$ cat src/rtl/csr_led_pwm_if.sv
// CSR side-bus bundle between the core pipeline and the LED/PWM block.
// The core drives the request fields; the block returns registered rdata/valid.
interface csr_led_pwm_if;
    logic        read;
    logic [1:0]  modify;
    logic [31:0] wdata;
    logic [11:0] addr;
    logic [31:0] rdata;
    logic        valid;

    modport master (output read, modify, wdata, addr, input rdata, valid);
    modport slave  (input read, modify, wdata, addr, output rdata, valid);
endinterface

$ cat src/rtl/csr_led_pwm.sv
// CSR-mapped LED controller: per-channel enable and blink, global PWM brightness.
// Registers EN, BLINK and DUTY sit at BASE_ADDR..BASE_ADDR+2.
module csr_led_pwm #(
    parameter logic [11:0] BASE_ADDR     = 12'h7c1,
    parameter int unsigned WIDTH         = 18,
    parameter logic [31:0] RESET_PATTERN = 32'h81,
    parameter int unsigned PWM_BITS      = 4,
    parameter int unsigned PWM_PRESCALE  = 64,
    parameter int unsigned BLINK_DIV     = 12_500_000
) (
    input  logic              CLOCK_50,
    input  logic              rstn,
    csr_led_pwm_if.slave      bus,
    output logic [WIDTH-1:0]  leds,
    output logic              AVOID_WARNING
);
    localparam int unsigned DW     = PWM_BITS + 1;
    localparam int unsigned PS_W   = (PWM_PRESCALE > 1) ? $clog2(PWM_PRESCALE) : 1;
    localparam int unsigned BL_W   = (BLINK_DIV > 1) ? $clog2(BLINK_DIV) : 1;
    localparam int unsigned USED_W = (WIDTH > DW) ? WIDTH : DW;
    localparam logic [63:0] USED_MASK   = (64'd1 << USED_W) - 64'd1;
    localparam logic [31:0] UNUSED_MASK = ~USED_MASK[31:0];
    localparam logic [PS_W-1:0] PS_LAST = PS_W'(PWM_PRESCALE - 1);
    localparam logic [BL_W-1:0] BL_LAST = BL_W'(BLINK_DIV - 1);
    localparam logic [DW-1:0]   DUTY_RST = {1'b1, {PWM_BITS{1'b0}}};

    logic [WIDTH-1:0]    en, blink;
    logic [DW-1:0]       duty;
    logic [PS_W-1:0]     presc;
    logic [PWM_BITS-1:0] pwm_cnt;
    logic [BL_W-1:0]     blink_cnt;
    logic                phase;

    logic [WIDTH-1:0]    en_nxt, blink_nxt, leds_nxt;
    logic [DW-1:0]       duty_nxt;
    logic [PS_W-1:0]     presc_nxt;
    logic [PWM_BITS-1:0] pwm_cnt_nxt;
    logic [BL_W-1:0]     blink_cnt_nxt;
    logic                phase_nxt;
    logic                hit_en, hit_blink, hit_duty, hit_any;
    logic [31:0]         rdata_nxt;
    logic                pwm_on;

    function automatic logic [31:0] apply_mod(input logic [1:0]  m,
                                              input logic [31:0] cur,
                                              input logic [31:0] wd);
        logic [31:0] r;
        case (m)
            2'b01:   r = wd;
            2'b10:   r = cur | wd;
            2'b11:   r = cur & ~wd;
            default: r = cur;
        endcase
        return r;
    endfunction

    assign hit_en    = (bus.addr == BASE_ADDR);
    assign hit_blink = (bus.addr == BASE_ADDR + 12'd1);
    assign hit_duty  = (bus.addr == BASE_ADDR + 12'd2);
    assign hit_any   = hit_en | hit_blink | hit_duty;
    assign pwm_on    = ({1'b0, pwm_cnt} < duty);

    assign AVOID_WARNING = bus.read | (|(bus.wdata & UNUSED_MASK));

    // Register access: read returns the pre-modify value, modify lands at the same edge
    always_comb begin
        en_nxt    = en;
        blink_nxt = blink;
        duty_nxt  = duty;
        rdata_nxt = 32'd0;
        if (hit_en) begin
            rdata_nxt = 32'(en);
            en_nxt    = WIDTH'(apply_mod(bus.modify, 32'(en), bus.wdata));
        end
        if (hit_blink) begin
            rdata_nxt = 32'(blink);
            blink_nxt = WIDTH'(apply_mod(bus.modify, 32'(blink), bus.wdata));
        end
        if (hit_duty) begin
            rdata_nxt = 32'(duty);
            duty_nxt  = DW'(apply_mod(bus.modify, 32'(duty), bus.wdata));
        end
    end

    // Free-running PWM and blink timebases, untouched by CSR traffic
    always_comb begin
        presc_nxt     = presc + PS_W'(1);
        pwm_cnt_nxt   = pwm_cnt;
        blink_cnt_nxt = blink_cnt + BL_W'(1);
        phase_nxt     = phase;
        if (presc == PS_LAST) begin
            presc_nxt   = '0;
            pwm_cnt_nxt = pwm_cnt + PWM_BITS'(1);
        end
        if (blink_cnt == BL_LAST) begin
            blink_cnt_nxt = '0;
            phase_nxt     = ~phase;
        end
    end

    assign leds_nxt = en & {WIDTH{pwm_on}} & (~blink | {WIDTH{phase}});

    always_ff @(posedge CLOCK_50) begin
        if (!rstn) begin
            en        <= RESET_PATTERN[WIDTH-1:0];
            blink     <= '0;
            duty      <= DUTY_RST;
            presc     <= '0;
            pwm_cnt   <= '0;
            blink_cnt <= '0;
            phase     <= 1'b1;
            leds      <= '0;
            bus.valid <= 1'b0;
            bus.rdata <= 32'd0;
        end else begin
            en        <= en_nxt;
            blink     <= blink_nxt;
            duty      <= duty_nxt;
            presc     <= presc_nxt;
            pwm_cnt   <= pwm_cnt_nxt;
            blink_cnt <= blink_cnt_nxt;
            phase     <= phase_nxt;
            leds      <= leds_nxt;
            bus.valid <= hit_any;
            bus.rdata <= rdata_nxt;
        end
    end
endmodule

$ cat src/flat_wrapper.sv
// flat-port wrapper written by rule: the top's interface ports become plain ports
module csr_led_pwm_flat 
#(
    parameter logic [11:0] BASE_ADDR     = 12'h7c1,
    parameter int unsigned WIDTH         = 18,
    parameter logic [31:0] RESET_PATTERN = 32'h81,
    parameter int unsigned PWM_BITS      = 4,
    parameter int unsigned PWM_PRESCALE  = 64,
    parameter int unsigned BLINK_DIV     = 12_500_000
)
  (CLOCK_50, rstn, leds, AVOID_WARNING, bus_read, bus_modify, bus_wdata, bus_addr, bus_rdata, bus_valid);
  csr_led_pwm_if bus_i ();
  input  logic CLOCK_50;
  input  logic rstn;
  output logic [WIDTH-1:0] leds;
  output logic AVOID_WARNING;
  input wire logic [$bits(bus_i.read)-1:0] bus_read;
  input wire logic [$bits(bus_i.modify)-1:0] bus_modify;
  input wire logic [$bits(bus_i.wdata)-1:0] bus_wdata;
  input wire logic [$bits(bus_i.addr)-1:0] bus_addr;
  output wire logic [$bits(bus_i.rdata)-1:0] bus_rdata;
  output wire logic [$bits(bus_i.valid)-1:0] bus_valid;
  assign bus_i.read = bus_read;
  assign bus_i.modify = bus_modify;
  assign bus_i.wdata = bus_wdata;
  assign bus_i.addr = bus_addr;
  assign bus_rdata = bus_i.rdata;
  assign bus_valid = bus_i.valid;
  csr_led_pwm #(.BASE_ADDR(BASE_ADDR), .WIDTH(WIDTH), .RESET_PATTERN(RESET_PATTERN), .PWM_BITS(PWM_BITS), .PWM_PRESCALE(PWM_PRESCALE), .BLINK_DIV(BLINK_DIV)) u_core (.CLOCK_50(CLOCK_50), .rstn(rstn), .bus(bus_i), .leds(leds), .AVOID_WARNING(AVOID_WARNING));
endmodule
$ cat config.mk
export PLATFORM = sky130hd
export DESIGN_NAME = csr_led_pwm_flat
export DESIGN_NICKNAME = d
export VERILOG_FILES = /design/src/rtl/csr_led_pwm_if.sv /design/src/rtl/csr_led_pwm.sv /design/src/flat_wrapper.sv
export SDC_FILE = /design/constraint.sdc
export NUM_CORES = 1
export LEC_CHECK = 0
export ABC_AREA = 0
export ABC_CLOCK_PERIOD_IN_PS = 5700
export BUFFER_PORTS_ARGS = -buffer_cell sky130_fd_sc_hd__buf_4
export CORE_AREA = 2 2 92 94
export CTS_BUF_LIST = sky130_fd_sc_hd__clkbuf_8
export CTS_CLUSTER_DIAMETER = 60
export DETAILED_ROUTE_END_ITERATION = 12
export DIE_AREA = 0 0 94 96
export PLACE_DENSITY = 0.83
export SYNTH_ARGS = -nofsm -noshare
export SYNTH_HDL_FRONTEND = slang
export SYNTH_SLANG_ARGS = --single-unit
$ cat constraint.sdc
create_clock -name CLOCK_50 -period 5.7 [get_ports CLOCK_50]
set_clock_uncertainty 0.05 [all_clocks]
set_input_delay 0.855 -clock CLOCK_50 [delete_from_list [all_inputs] [get_ports CLOCK_50]]
set_output_delay 0.855 -clock CLOCK_50 [all_outputs]
set_load 0.01 [all_outputs]
==> metrics.md <==
| Metric | Value |
|---|---|
| Outcome | completed |
| Worst Hold Depth | 1 |
| Switching Share | roughly 22% |
| Num CTS Buffers | 17 |
| Ranking of synthesized cells by area | dfxtp_1 47%, a21oi_1 5.2%, nand2_1 5.0%, o21ai_0 4.8%, nor2_1 4.5% |
| Hold Crit Class | reg2reg |
| Clk sinks | 113 |
| Slew margin rel. | 15.04% |
| Mapped Area | 4793 um2 |
| Synthesized area per cell | 8.409 um2 |
| Reg2reg start | u_core.blink_cnt[2] |
| Post-synth top cells | 113 x dfxtp_1, 64 x nand2_1, 58 x nor2_1, 50 x a21oi_1, 46 x o21ai_0 |
| Mux share of post-synthesis cell area | 0% |
| Final Wtd Congestion | 0.8671 |
| Worst setup startpoint | rstn |
| Max-slew violations | 0 |
| Count of warnings emitted by yosys | 0 |
| Worst Path Arrival | 2990 ps |
| Fmax | 373.9 MHz |
| RSZ-0062 raised after global routing | false |
| CTS root buf | clkbuf_8 |
| Synth Area in XOR/XNOR | approximately 6% |
| Switch Pwr | 0.0003638 W |
| Vias in the first global route | just over 4000 |
| IO Port Bufs | 86 |
| Final hold violations | 0 |
| Slowest cell delay on critical path | 1030 ps |
| Compound-Gate Fraction of Synth Area | 17.36% |
| Skew-Pair Late Insertion Delay | slightly above 400 ps |
| Slowest stage cell, crit path | nor3_1 |
| Multi-input logic area | 2238 um2 |
| Synth Area in Simple Gates | a little over a fifth |
| Min-delay src | u_core.presc[0] |
| Fillers | 621 |
| Delay-heaviest family, CP | simple AND/OR/NAND/NOR gates |
| Largest net degree at the start of global routing | 26 |
| Hold Crit Endpoint | u_core.presc[0] |
| DRT antenna net count | 0 |
| Die X-Extent | between 90 and 100 um |
| Req. time, crit path | between 6000 and 7000 ps |
| Top_reg_cell synth | dfxtp_1 |
| Std cell rows | 33 |
| Setup TNS | 0 ps |
| Tcrit/Tclk final | 46.92% |
| Wire length of the first global-routing pass | 18.71 mm |
| Setup violations, final | 0 |
| Adder-cell area share of the yosys netlist | 1.566% |
| WL per Instance | 15.26 um |
| Leading area contributor after synthesis | dfxtp_1 |
| Post-Route Utilization | 72.12% |
| Vias/cell | ~5.7 |
| Async SR Flop Fraction | 0% |
| Pleak | about 2.3 nW |
| Synth cell types | 45 |
| Final Net Count | 700 |
| Max layer used | met4 |
| Reg2reg setup slack | 3430 ps |
| Critical path, cell by cell | buf_4, inv_1, buf_4, nor3_1, nand2_1, nand2_1 |
| Internal power | roughly 0.0013 W |
| Crit path capture type | flip-flop |
| Clock power frac | 46.7% |
| Met1 wire length | 4.961 mm |
| Die area | 9024 um2 |
| Area growth syn-to-layout | 21.14% |
| Combinational share of power | 5.0% |
| Ports | 101 |
| R2R cell count | 5 |
| Initial drt markers | roughly 320 |
| Flop pwr share | 48.3% |
| Initial core utilization | around three fifths |
| Setup Crit Path Kind | in2reg |
| CTS max path bufs | 2 |
| Met3 WL post-DR | 759 um |
| Worst r2r dst | u_core.blink_cnt[17] |
| Metal2 WL | 5.735 mm |
| EDFF count, synth | 0 |
| Power, Total | around 0.0017 W |
| Core area | 8051 um2 |
| Largest family of logic cells by synthesized area | simple AND/OR/NAND/NOR gates |
| #FFs+latches synth | ~110 |
| Fin crit period | 2675 ps |
| DP HPWL | 8.153 mm |
| DR pass1 iterations | 7 |
| Max VDD drop | 0.2095 mV |
| Total track usage | 26.41% |
| Worst slew pin tran | 1265 ps |
| Stages on the worst setup path | 6 |
| Fraction of layout instances using a drive strength above 1 | 19.15% |
| Setup Fix Bufs, Post-CTS | 0 |
| Critical path buffer and inverter count | 3 |
| Post-CTS resize count | 0 |
| Cell Pwr Density | 284.2 nW/um2 |
| Total gr overflow | 0 |
| MaxCap Viol Count | 0 |
| Routed WL | roughly 12 mm |
| Critical path launch point type | primary input |
| CP max FO | 25 |
| CTS Hold Bufs | 0 |
| Routed vias | 4359 |
| Register area share after synthesis | a little under half |
| CTS tree | built |
| Diodes inserted | 0 |
| Register Area | 2262 um2 |
| H-Tree Depth | 4 |
| Synth Instances | 570 |
| Worst-path clk slew | 70 ps |
| Synth top area share | 47.19% |
| Most frequent cell after synthesis | dfxtp_1 |
| Post-route DRC | 0 |
| Die Y | ~96 um |
| Initial antenna violation count | 0 |
-- power groups by stage --
stage               Sequential [W]  Combinational, W  Clock [W]
floorplan                 0.000815         0.0000474          0
global placement          0.000815         0.0000781          0
detailed placement        0.000815         0.0000806          0
CTS                       0.000798         0.0000812   0.000775
global route              0.000797         0.0000899   0.000814
finish                    0.000798         0.0000826   0.000770
-- cell type report --
cell class,count,area share (%)
Sequential cell,113,38.96
Clock inverter,9,1.788
Inverter,27,1.745
Tap cell,105,2.262
Timing Repair Buffer,87,11.25
Multi-Input combinational cell,399,38.55
Clock buffer,23,5.451
-- routing by layer --
| layer | up-vias | track usage (%) |
|---|---|---|
| met4 | 0 | 10.51 |
| li1 | 2072 | - |
| met2 | 179 | 44.29 |
| met5 | - | 0 |
| met1 | 2086 | 33.00 |
| met3 | 22 | 6.265 |
-- logic make-up (layout without fill, tap and decap cells) --
logic type | count (synthesis) | in the layout
AND/OR/NAND/NOR | 206 | 206
XOR/XNOR | 32 | 32
buffers and inverters | 71 | 146
flip-flops | 113 | 113
adder cells (fa/ha/maj) | 6 | 6
AO/OA/AOI/OAI | 141 | 141
other | 1 | 14
-- worst max-delay path by stage --
stage	to	slack, ps
floorplan	u_core.en[10]	3360
global placement	u_core.en[6]	2780
detailed placement	u_core.en[14]	2670
CTS	u_core.en[14]	3100
global route	u_core.en[4]	2780
finish	u_core.en[14]	3030
-- through the flow --
| step | hold WS [ps] | area [um2] | std cells | setup slack, ps |
|---|---|---|---|---|
| after floorplan | 367.6 | 4842 | 583 | 3358 |
| after global placement | 378.6 | 5386 | 731 | 2779 |
| after detailed placement | 396.1 | 5386 | 731 | 2667 |
| after CTS | 412.8 | 5807 | 763 | 3104 |
| after global routing | 422.9 | 5807 | 763 | 2779 |
| final | 420.3 | 5807 | 763 | 3026 |
-- registers in the layout, summed over array words and instances (netlist names) --
register and cells:
u_core.presc 6, u_core.pwm_cnt 4, u_core.blink 18, u_core.phase 1, u_core.bus.rdata 18, u_core.leds 18
u_core.bus.valid 1, u_core.en 18, u_core.blink_cnt 24, u_core.duty 5
-- cell usage in the layout (no fill, tap or decap), drive strengths merged, types with 6 or more instances in the layout --
cell type,netlist,final
dfxtp,113,113
buf,21,87
nand2,64,64
nor2,58,58
a21oi,50,50
o21ai,46,46
inv,27,28
clkbuf,23,23
nor2b,21,21
xnor2,17,17
xor2,15,15
conb,1,14
nand3,14,14
a22oi,13,13
nand4,12,12
o211ai,11,11
and3,9,9
nor4,7,7
a311oi,6,6
o21a,6,6
ha,6,6
Note: power is estimated with default switching activity, not from simulation.
